===== config.mk =====
export PLATFORM = sky130hd
export DESIGN_NAME = axi_decerr_slave
export DESIGN_NICKNAME = d
export VERILOG_FILES = /design/src/rtl/axi_decerr_slave_pkg.sv /design/src/rtl/axi_decerr_rd_chan.sv /design/src/rtl/axi_decerr_slave.sv
export SDC_FILE = /design/constraint.sdc
export NUM_CORES = 1
export LEC_CHECK = 0
export ABC_AREA = 1
export CAP_MARGIN = 20
export CORE_AREA = 2 2 118 120
export DETAILED_ROUTE_END_ITERATION = 16
export DIE_AREA = 0 0 120 122
export PLACE_DENSITY = 0.82
export SYNTH_ARGS = -nofsm -noshare
export SYNTH_HDL_FRONTEND = slang
export SYNTH_HIERARCHICAL = 1
export SYNTH_SLANG_ARGS = --single-unit

===== constraint.sdc =====
create_clock -name clk_i -period 2.9 [get_ports clk_i]
set_input_delay 0.58 -clock clk_i [delete_from_list [all_inputs] [get_ports clk_i]]
set_output_delay 0.58 -clock clk_i [all_outputs]
set_load 0.1 [all_outputs]

===== src/rtl/axi_decerr_slave_pkg.sv =====
// Shared constants for the default (decode-error) crossbar slave.
// Holds the SoC-wide slave ID width and the fixed error response values.
package axi_decerr_slave_pkg;

  localparam int          IdWidthSlave  = 5;
  localparam logic [1:0]  AxiRespDecErr = 2'b11;
  localparam logic [63:0] ErrRespData   = 64'hDEAD_BEEF_DEAD_BEEF;

endpackage


===== src/rtl/axi_decerr_rd_chan.sv =====
// Read half of the decode-error slave.
// Accepts one AR, then streams ARLEN+1 error beats.
module axi_decerr_rd_chan
  import axi_decerr_slave_pkg::*;
#(
  parameter int IdWidth = IdWidthSlave
) (
  input  logic               clk_i,
  input  logic               rst_i,
  input  logic [IdWidth-1:0] ar_id_i,
  input  logic [7:0]         ar_len_i,
  input  logic               ar_valid_i,
  output logic               ar_ready_o,
  output logic [IdWidth-1:0] r_id_o,
  output logic               r_last_o,
  output logic               r_valid_o,
  input  logic               r_ready_i
);

  typedef enum logic {
    R_IDLE,
    R_DATA
  } r_state_e;

  r_state_e           state_q, state_d;
  logic [7:0]         cnt_q, cnt_d;
  logic [IdWidth-1:0] id_q, id_d;

  always_ff @(posedge clk_i or posedge rst_i) begin
    if (rst_i) begin
      state_q <= R_IDLE;
      cnt_q   <= '0;
      id_q    <= '0;
    end else begin
      state_q <= state_d;
      cnt_q   <= cnt_d;
      id_q    <= id_d;
    end
  end

  // Counter holds beats remaining after the current one.
  always_comb begin
    state_d    = state_q;
    cnt_d      = cnt_q;
    id_d       = id_q;
    ar_ready_o = 1'b0;
    r_valid_o  = 1'b0;
    r_last_o   = 1'b0;
    unique case (state_q)
      R_IDLE: begin
        ar_ready_o = 1'b1;
        if (ar_valid_i) begin
          id_d    = ar_id_i;
          cnt_d   = ar_len_i;
          state_d = R_DATA;
        end
      end
      R_DATA: begin
        r_valid_o = 1'b1;
        r_last_o  = (cnt_q == 8'd0);
        if (r_ready_i) begin
          if (cnt_q == 8'd0) state_d = R_IDLE;
          else               cnt_d   = cnt_q - 8'd1;
        end
      end
      default: state_d = R_IDLE;
    endcase
  end

  assign r_id_o = id_q;

endmodule


===== src/rtl/axi_decerr_slave.sv =====
// Default crossbar slave: answers every unmapped access with DECERR
// and records the first faulting address for software.
module axi_decerr_slave
  import axi_decerr_slave_pkg::*;
#(
  parameter int                   IdWidth   = IdWidthSlave,
  parameter int                   AddrWidth = 64,
  parameter int                   DataWidth = 64,
  parameter logic [DataWidth-1:0] RespData  = ErrRespData
) (
  input  logic                 clk_i,
  input  logic                 rst_i,
  input  logic [IdWidth-1:0]   aw_id_i,
  input  logic [AddrWidth-1:0] aw_addr_i,
  input  logic                 aw_valid_i,
  output logic                 aw_ready_o,
  input  logic                 w_last_i,
  input  logic                 w_valid_i,
  output logic                 w_ready_o,
  output logic [IdWidth-1:0]   b_id_o,
  output logic [1:0]           b_resp_o,
  output logic                 b_valid_o,
  input  logic                 b_ready_i,
  input  logic [IdWidth-1:0]   ar_id_i,
  input  logic [AddrWidth-1:0] ar_addr_i,
  input  logic [7:0]           ar_len_i,
  input  logic                 ar_valid_i,
  output logic                 ar_ready_o,
  output logic [IdWidth-1:0]   r_id_o,
  output logic [DataWidth-1:0] r_data_o,
  output logic [1:0]           r_resp_o,
  output logic                 r_last_o,
  output logic                 r_valid_o,
  input  logic                 r_ready_i,
  output logic [AddrWidth-1:0] err_addr_o,
  output logic                 err_valid_o,
  input  logic                 err_clr_i
);

  typedef enum logic [1:0] {
    W_IDLE,
    W_DATA,
    W_RESP
  } w_state_e;

  w_state_e           w_state_q, w_state_d;
  logic [IdWidth-1:0] b_id_q, b_id_d;
  logic               aw_hs, ar_hs;

  always_ff @(posedge clk_i or posedge rst_i) begin
    if (rst_i) begin
      w_state_q <= W_IDLE;
      b_id_q    <= '0;
    end else begin
      w_state_q <= w_state_d;
      b_id_q    <= b_id_d;
    end
  end

  always_comb begin
    w_state_d  = w_state_q;
    b_id_d     = b_id_q;
    aw_ready_o = 1'b0;
    w_ready_o  = 1'b0;
    b_valid_o  = 1'b0;
    unique case (w_state_q)
      W_IDLE: begin
        aw_ready_o = 1'b1;
        if (aw_valid_i) begin
          b_id_d    = aw_id_i;
          w_state_d = W_DATA;
        end
      end
      W_DATA: begin
        w_ready_o = 1'b1;
        if (w_valid_i && w_last_i) w_state_d = W_RESP;
      end
      W_RESP: begin
        b_valid_o = 1'b1;
        if (b_ready_i) w_state_d = W_IDLE;
      end
      default: w_state_d = W_IDLE;
    endcase
  end

  assign b_id_o   = b_id_q;
  assign b_resp_o = AxiRespDecErr;

  axi_decerr_rd_chan #(
    .IdWidth (IdWidth)
  ) u_rd_chan (
    .clk_i      (clk_i),
    .rst_i      (rst_i),
    .ar_id_i    (ar_id_i),
    .ar_len_i   (ar_len_i),
    .ar_valid_i (ar_valid_i),
    .ar_ready_o (ar_ready_o),
    .r_id_o     (r_id_o),
    .r_last_o   (r_last_o),
    .r_valid_o  (r_valid_o),
    .r_ready_i  (r_ready_i)
  );

  assign r_data_o = RespData;
  assign r_resp_o = AxiRespDecErr;

  assign aw_hs = aw_valid_i & aw_ready_o;
  assign ar_hs = ar_valid_i & ar_ready_o;

  // Clear beats a same-cycle fault; AW address beats AR address.
  always_ff @(posedge clk_i or posedge rst_i) begin
    if (rst_i) begin
      err_valid_o <= 1'b0;
      err_addr_o  <= '0;
    end else if (err_clr_i) begin
      err_valid_o <= 1'b0;
    end else if (!err_valid_o && (aw_hs || ar_hs)) begin
      err_valid_o <= 1'b1;
      err_addr_o  <= aw_hs ? aw_addr_i : ar_addr_i;
    end
  end

endmodule


==> results.md, run 1 <==
| Result | Reported |
|:---|:---|
| Result of the run | finished clean |
| Placement row count | 43 |
| Setup repair after global routing missed its margin | false |
| PortBufs | 235 |
| Synthesized cell area | 4991 sq um |
| Fin area | 7383 sq um |
| Source-to-sink clock delay at the later pin of the worst-skew pair | 0.33 ns |
| Clock-pin slew of the registers on the worst-case setup and hold paths | 0.06 ns |
| Count of cells resized by post-cts repair | 0 |
| Final max-slew violation count | 0 |
| Fraction of final layout cells sized beyond drive strength 1 | 0.1419 |
| Average wire per cell in the routed design | 12.94 um |
| Final-layout fill cell count | 1,313 |
| Number of buffers added by the clock tree synthesis step | 9 |
| Post-route DRC | 0 |
| Clock Skew | 0.006367 ns |
| GR Util All Layers | 0.1907 |
| Pin slew with the least headroom to its limit | 0.7270 ns |
| # nets final | 1,075 |
| Worst-path cell with the longest stage delay | dfrtp_1 |
| Via count of the routed design | 4,923 |
| Routed length on met2 | 7185 um |
| Sum of overflow across all layers after global routing | 0 |
| Highest metal layer used by the detailed router | met4 |
| Most common cell after layout, fill and taps aside | nand2_1 |
| Mean instance size in the synthesized netlist | 7.120 sq um |
| Total core area | 13,500 sq um |
| Wire length on met1 | 5950 um |
| Cells along the critical path | inv_1 -> ha_1 -> nand2_1 -> nor3_4 -> buf_4 |
| Seq cells post-synth | 86 |
| Final sum of negative setup slack | 0 ns |
| Cell count after synthesis | 701 |
| Yosys warns | 6 |
| Achievable Freq | 438.9 MHz |
| Worst setup EP type | output port |
| Buffers and inverters on the worst path | 2 |
| Area of the die | 14,640 sq um |
| Setup Fix Bufs, Post-CTS | 0 |
| Number of max-capacitance violations reported | 0 |
| Worst Hold Class | reg2reg |
| Via count of the first global-routing pass | 4,502 |
| Pin count of the biggest net entering global routing | 70 |
| First drt pass iteration count | 4 |
| GP Congestion | 0.7931 |
| Max clock buf depth | 2 |
| Launching element type of the critical path | flip-flop |
| Chip Width | 120 um |
| HPWL after detailed placement | 10,730 um |
| Number of hold-repair buffers added at the cts stage | 0 |
| Violation count after the first detailed-routing iteration | 355 |
| Critical path type | reg2out |
| Required time at the endpoint of the critical path | 2.32 ns |
| Biggest cell delay along the critical path | 0.40 ns |
| Initial antenna violation count | 0 |
| Most frequent cells in the layout | nand2_1 (374), clkdlybuf4s50_1 (153), buf_4 (88), dfrtp_1 (85), nand3_1 (76) |
| Cell Count, Final, Fillers Out | 1,103 |
| Area growth syn-to-layout | 47.93% |
| Total length of routed met3 wires | 918 um |
| Placed instance count | 1,087 |
| Chip height | 122 um |
| Number of levels the H-tree was split into | 3 |
| Clock sink count | 86 |
| WL final | 14,270 um |
| Yosys cell types | 26 |
| Count of pins on the block boundary | 304 |
| DR vias/cell | 4.463 |
| Max Fanout on Critical Path | 5 |
| Wire length of the first global-routing pass | 22,310 um |
| Antenna cells | 0 |
| Slew margin rel. | 0.5153 |
| Endpoints failing hold | 0 |
| Clock tree from TritonCTS | built |
| Family with the most delay on the worst path | buffers and inverters |
| Post-layout min period | 2.279 ns |
| Seq/Total Area, Yosys | 0.4312 |
| ANT nets after route | 0 |
| Final Cycle Share | 0.7857 |
| Endpoints failing setup | 0 |
| Starting density of the core | 0.3696 |
| Post-Place Cell Area | 7067 sq um |
| Root Buffer | clkbuf_16 |
| Data arrival, critical path | 1.70 ns |
sequential cells by signal (all words and copies together) (netlist names):
| register | flops |
|---|---|
| b_id_o | 5 |
| w_state_q | 2 |
| u_rd_chan/r_id_o | 5 |
| u_rd_chan/state_q | 1 |
| err_addr_o | 64 |
| u_rd_chan/cnt_q | 8 |
| err_valid_o | 1 |
final cells by class:
cell class                      instances  area (sq um)  share of cell area
Inverter                               13         50.05            0.006779
Tap cell                              180         225.2             0.03050
Clock buffer                           11         232.7             0.03152
Sequential cell                        86          2153              0.2916
Timing Repair Buffer                  245          2257              0.3057
Multi-Input combinational cell        563          2381              0.3225
Clock inverter                          5         83.83             0.01135
synth_stat cells:
master    number  area, sq um
nor3_1         1        5.000
dfrtp_1       86         2152
buf_4         68        510.5
a21oi_4        1        16.27
or2_2          1        6.260
nand2_1      375         1408
nor2_1        11        41.29
o21ai_0        5        25.02
nand4_1        2        12.51
inv_1         13        48.80
nand2_2        3        18.77
o21ai_2        5        43.79
a21oi_1        1        5.000
buf_2         15        75.07
nor2_4         2        22.52
nand2_4        1        11.26
o31ai_1        1        7.510
ha_1           2        25.02
clkbuf_1      19        71.32
nand3_1       76        380.4
nor2_2         2        12.51
buf_6          1        11.26
buf_1          2        7.510
mux2_2         5        56.30
conb_1         2        7.510
nand3_2        1        10.01
worst paths after layout:
| check | from | endpoint | slack (ns) | cells past startpoint |
|---|---|---|---|---|
| worst max-delay path | u_rd_chan/cnt_q[0] | r_last_o | 0.62 | 5 |
| worst min-delay path | b_id_o[4] | b_id_o[4] | 0.48 | 2 |
| worst max register to register | u_rd_chan/state_q | err_addr_o[51] | 0.95 | 6 |
| worst min register to register | b_id_o[4] | b_id_o[4] | 0.48 | 2 |
| max in group asynchronous | rst_i | err_addr_o[36] | 1.63 | 3 |
| min in group asynchronous | rst_i | err_addr_o[7] | 0.67 | 2 |
per-layer routing:
layer	up-vias	global-route usage
met2	168	0.3338
met4	0	0.06618
met5	-	0
met1	2262	0.2314
li1	2474	-
met3	19	0.04260
tightest hold or removal path: cells and delay by family, from the launching register on:
family,cells,cell delay [ns]
and+or+nand+nor,2,0.10
DFF,1,0.35
through the flow:
stage               hold slack (ns)  setup slack, ns    util
detailed placement           0.4644           0.7720  0.5233
floorplan                    0.4616          0.01040       -
global route                 0.4979           0.5297  0.5467
global placement             0.4612           0.8163  0.5233
CTS                          0.4802           0.6089  0.5467
finish                       0.4786           0.6214  0.5467
kinds of logic (layout without fill, tap and decap cells):
| family | Yosys count | count (layout) | share of synthesized area |
|---|---|---|---|
| adder cells (fa/ha/maj) | 2 | 2 | 0.005013 |
| AO/OA/AOI/OAI | 13 | 13 | 0.01955 |
| flip-flops | 86 | 86 | 0.4312 |
| multiplexers | 5 | 5 | 0.01128 |
| AND/OR/NAND/NOR | 475 | 475 | 0.3863 |
| other | 2 | 68 | 0.001505 |
| buffers and inverters | 118 | 274 | 0.1452 |
Power of run 1 is not shown: default switching activity piles up to over one toggle a cycle in this logic, so the estimate is an artifact.
==> inputs of run 2 (changes only) <==
clock period = 2.2 ns   (was 2.9 ns; I/O delays follow)
==> results.md, run 2 (synthesized netlist as in run 1, its figures left out) <==
| Result | Reported | Change |
|:---|:---|:---|
| Result of the run | finished clean |  |
| Critical path type | reg2out |  |
| Chip Width | 120 um | unchanged |
| Max clock buf depth | 2 | unchanged |
| Area of the die | 14,640 sq um | unchanged |
| Post-route DRC | 0 | unchanged |
| Wire length of the first global-routing pass | 22,550 um | +1.1% |
| Endpoints failing hold | 0 | unchanged |
| Number of max-capacitance violations reported | 0 | unchanged |
| Sum of overflow across all layers after global routing | 0 | unchanged |
| Clock sink count | 86 | unchanged |
| # nets final | 1,074 | -0.093% |
| Achievable Freq | 482.9 MHz |  |
| Top Registers | err_addr_o (64), u_rd_chan/cnt_q (8) |  |
| Placed instance count | 1,086 | -0.092% |
| Most frequent cells in the layout | nand2_1 (374), clkdlybuf4s50_1 (153), dfrtp_1 (85), buf_4 (82), nand3_1 (76) |  |
| Fraction of final layout cells sized beyond drive strength 1 | 0.1421 | +0.0001539 |
| Cell Count, Final, Fillers Out | 1,102 | -0.091% |
| Count of cells resized by post-cts repair | 0 | unchanged |
| Clock tree from TritonCTS | built |  |
| First drt pass iteration count | 5 | +1 |
| Setup Fix Bufs, Post-CTS | 0 | unchanged |
| Launching element type of the critical path | flip-flop |  |
| Final max-slew violation count | 0 | unchanged |
| Number of levels the H-tree was split into | 3 | unchanged |
| Most common cell after layout, fill and taps aside | nand2_1 |  |
| Violation count after the first detailed-routing iteration | 317 | -11% |
| Max Fanout on Critical Path | 5 | unchanged |
| Count of pins on the block boundary | 304 | unchanged |
| Max FFs per register | 64 | unchanged |
| Post-layout min period | 2.071 ns |  |
| Clock-pin slew of the registers on the worst-case setup and hold paths | 0.06 ns | about the same |
| Required time at the endpoint of the critical path | 1.76 ns | -0.56 ns |
| Worst Hold Class | reg2reg |  |
| Worst setup EP type | output port |  |
| GR Util All Layers | 0.1938 | +0.003074 |
| Setup repair after global routing missed its margin | false |  |
| Number of hold-repair buffers added at the cts stage | 0 | unchanged |
| DR vias/cell | 4.505 | +0.92% |
| Initial antenna violation count | 0 | unchanged |
| Pin slew with the least headroom to its limit | 0.7610 ns | +0.03396 ns |
| Pin count of the biggest net entering global routing | 71 | +1.4% |
| Final Cycle Share | 0.9412 |  |
| ANT nets after route | 0 | unchanged |
| Post-layout utilization of the core | 0.5536 | +0.006857 |
| HPWL after detailed placement | 10,330 um | -3.7% |
| Endpoints failing setup | 0 | unchanged |
| WL final | 14,320 um | +0.35% |
| GP Congestion | 0.8351 | +5.3% |
| Clock Skew | 0.009512 ns | +0.003145 ns |
| Area growth syn-to-layout | 49.79% |  |
| Via count of the first global-routing pass | 4,442 | -1.3% |
| Fin area | 7476 sq um | +1.3% |
| PortBufs | 235 | unchanged |
| Number of buffers added by the clock tree synthesis step | 9 | unchanged |
| Via count of the routed design | 4,964 | +0.83% |
| Starting density of the core | 0.3696 | unchanged |
| Chip height | 122 um | unchanged |
| Slew margin rel. | 0.4927 | -0.02264 |
| Average wire per cell in the routed design | 13.00 um | +0.44% |
| Data arrival, critical path | 1.63 ns | -0.07 ns |
| Source-to-sink clock delay at the later pin of the worst-skew pair | 0.34 ns | about the same |
| Flop2flop setup slack | 0.40 ns | -0.55 ns |
| Root Buffer | clkbuf_16 |  |
| Final sum of negative setup slack | 0 ns | unchanged |
| Post-Place Cell Area | 7127 sq um | +0.85% |
| Antenna cells | 0 | unchanged |
| Total core area | 13,500 sq um | unchanged |
| Largest register by flop count | err_addr_o |  |
| Placement row count | 43 | unchanged |
-- run 2: cell count changes in the layout (fill, tap and decap cells not counted) --
cell       change
clkbuf_8       +1
bufinv_16      +1
buf_4          -6
dfrtp_4        +1
dfrtp_2        -1
buf_12         +5
clkinv_2       -1
clkbuf_1       -1
-- run 2: worst max-delay path, stage by stage, from the launching register on --
cell,delay [ns]
dfrtp_1,0.39
inv_1,0.18
ha_1,0.18
nand2_1,0.13
nor3_4,0.22
buf_12,0.20
-- run 2: path summary, 6_finish.rpt --
| path | start | cells after the start | to |
|---|---|---|---|
| max | u_rd_chan/cnt_q[0] | 5 | r_last_o |
| min | err_addr_o[33] | 2 | err_addr_o[33] |
| max reg2reg | u_rd_chan/state_q | 7 | err_addr_o[4] |
| min reg2reg | err_addr_o[33] | 2 | err_addr_o[33] |
| max in group asynchronous | rst_i | 3 | err_addr_o[25] |
| min in group asynchronous | rst_i | 2 | u_rd_chan/cnt_q[3] |
-- run 2: metrics by stage --
stage / hold WS (ns) / worst slack (ns)
global placement: 0.4640 / 0.4138
global route: 0.4943 / 0.04423
finish: 0.4795 / 0.1293
floorplan: 0.3292 / -0.04780
CTS: 0.4836 / 0.1248
detailed placement: 0.4662 / 0.3624
-- run 2: per-layer routing --
metal	vias to the layer above	GRT usage	wire, um
met1	2263	0.2527	6049
met2	215	0.3168	6937
met4	0	0.07721	299
li1	2465	-	-
met3	21	0.03839	1036
met5	-	0	0
-- run 2: cell type report --
class	count	area [sq um]
Clock buffer	11	242.7
Timing Repair Buffer	244	2312
Sequential cell	86	2156
Multi-Input combinational cell	563	2381
Tap cell	180	225.2
Fill cell	1274	6028
Clock inverter	5	106.4
Inverter	13	52.55
Power of run 2 is left out for the same reason.
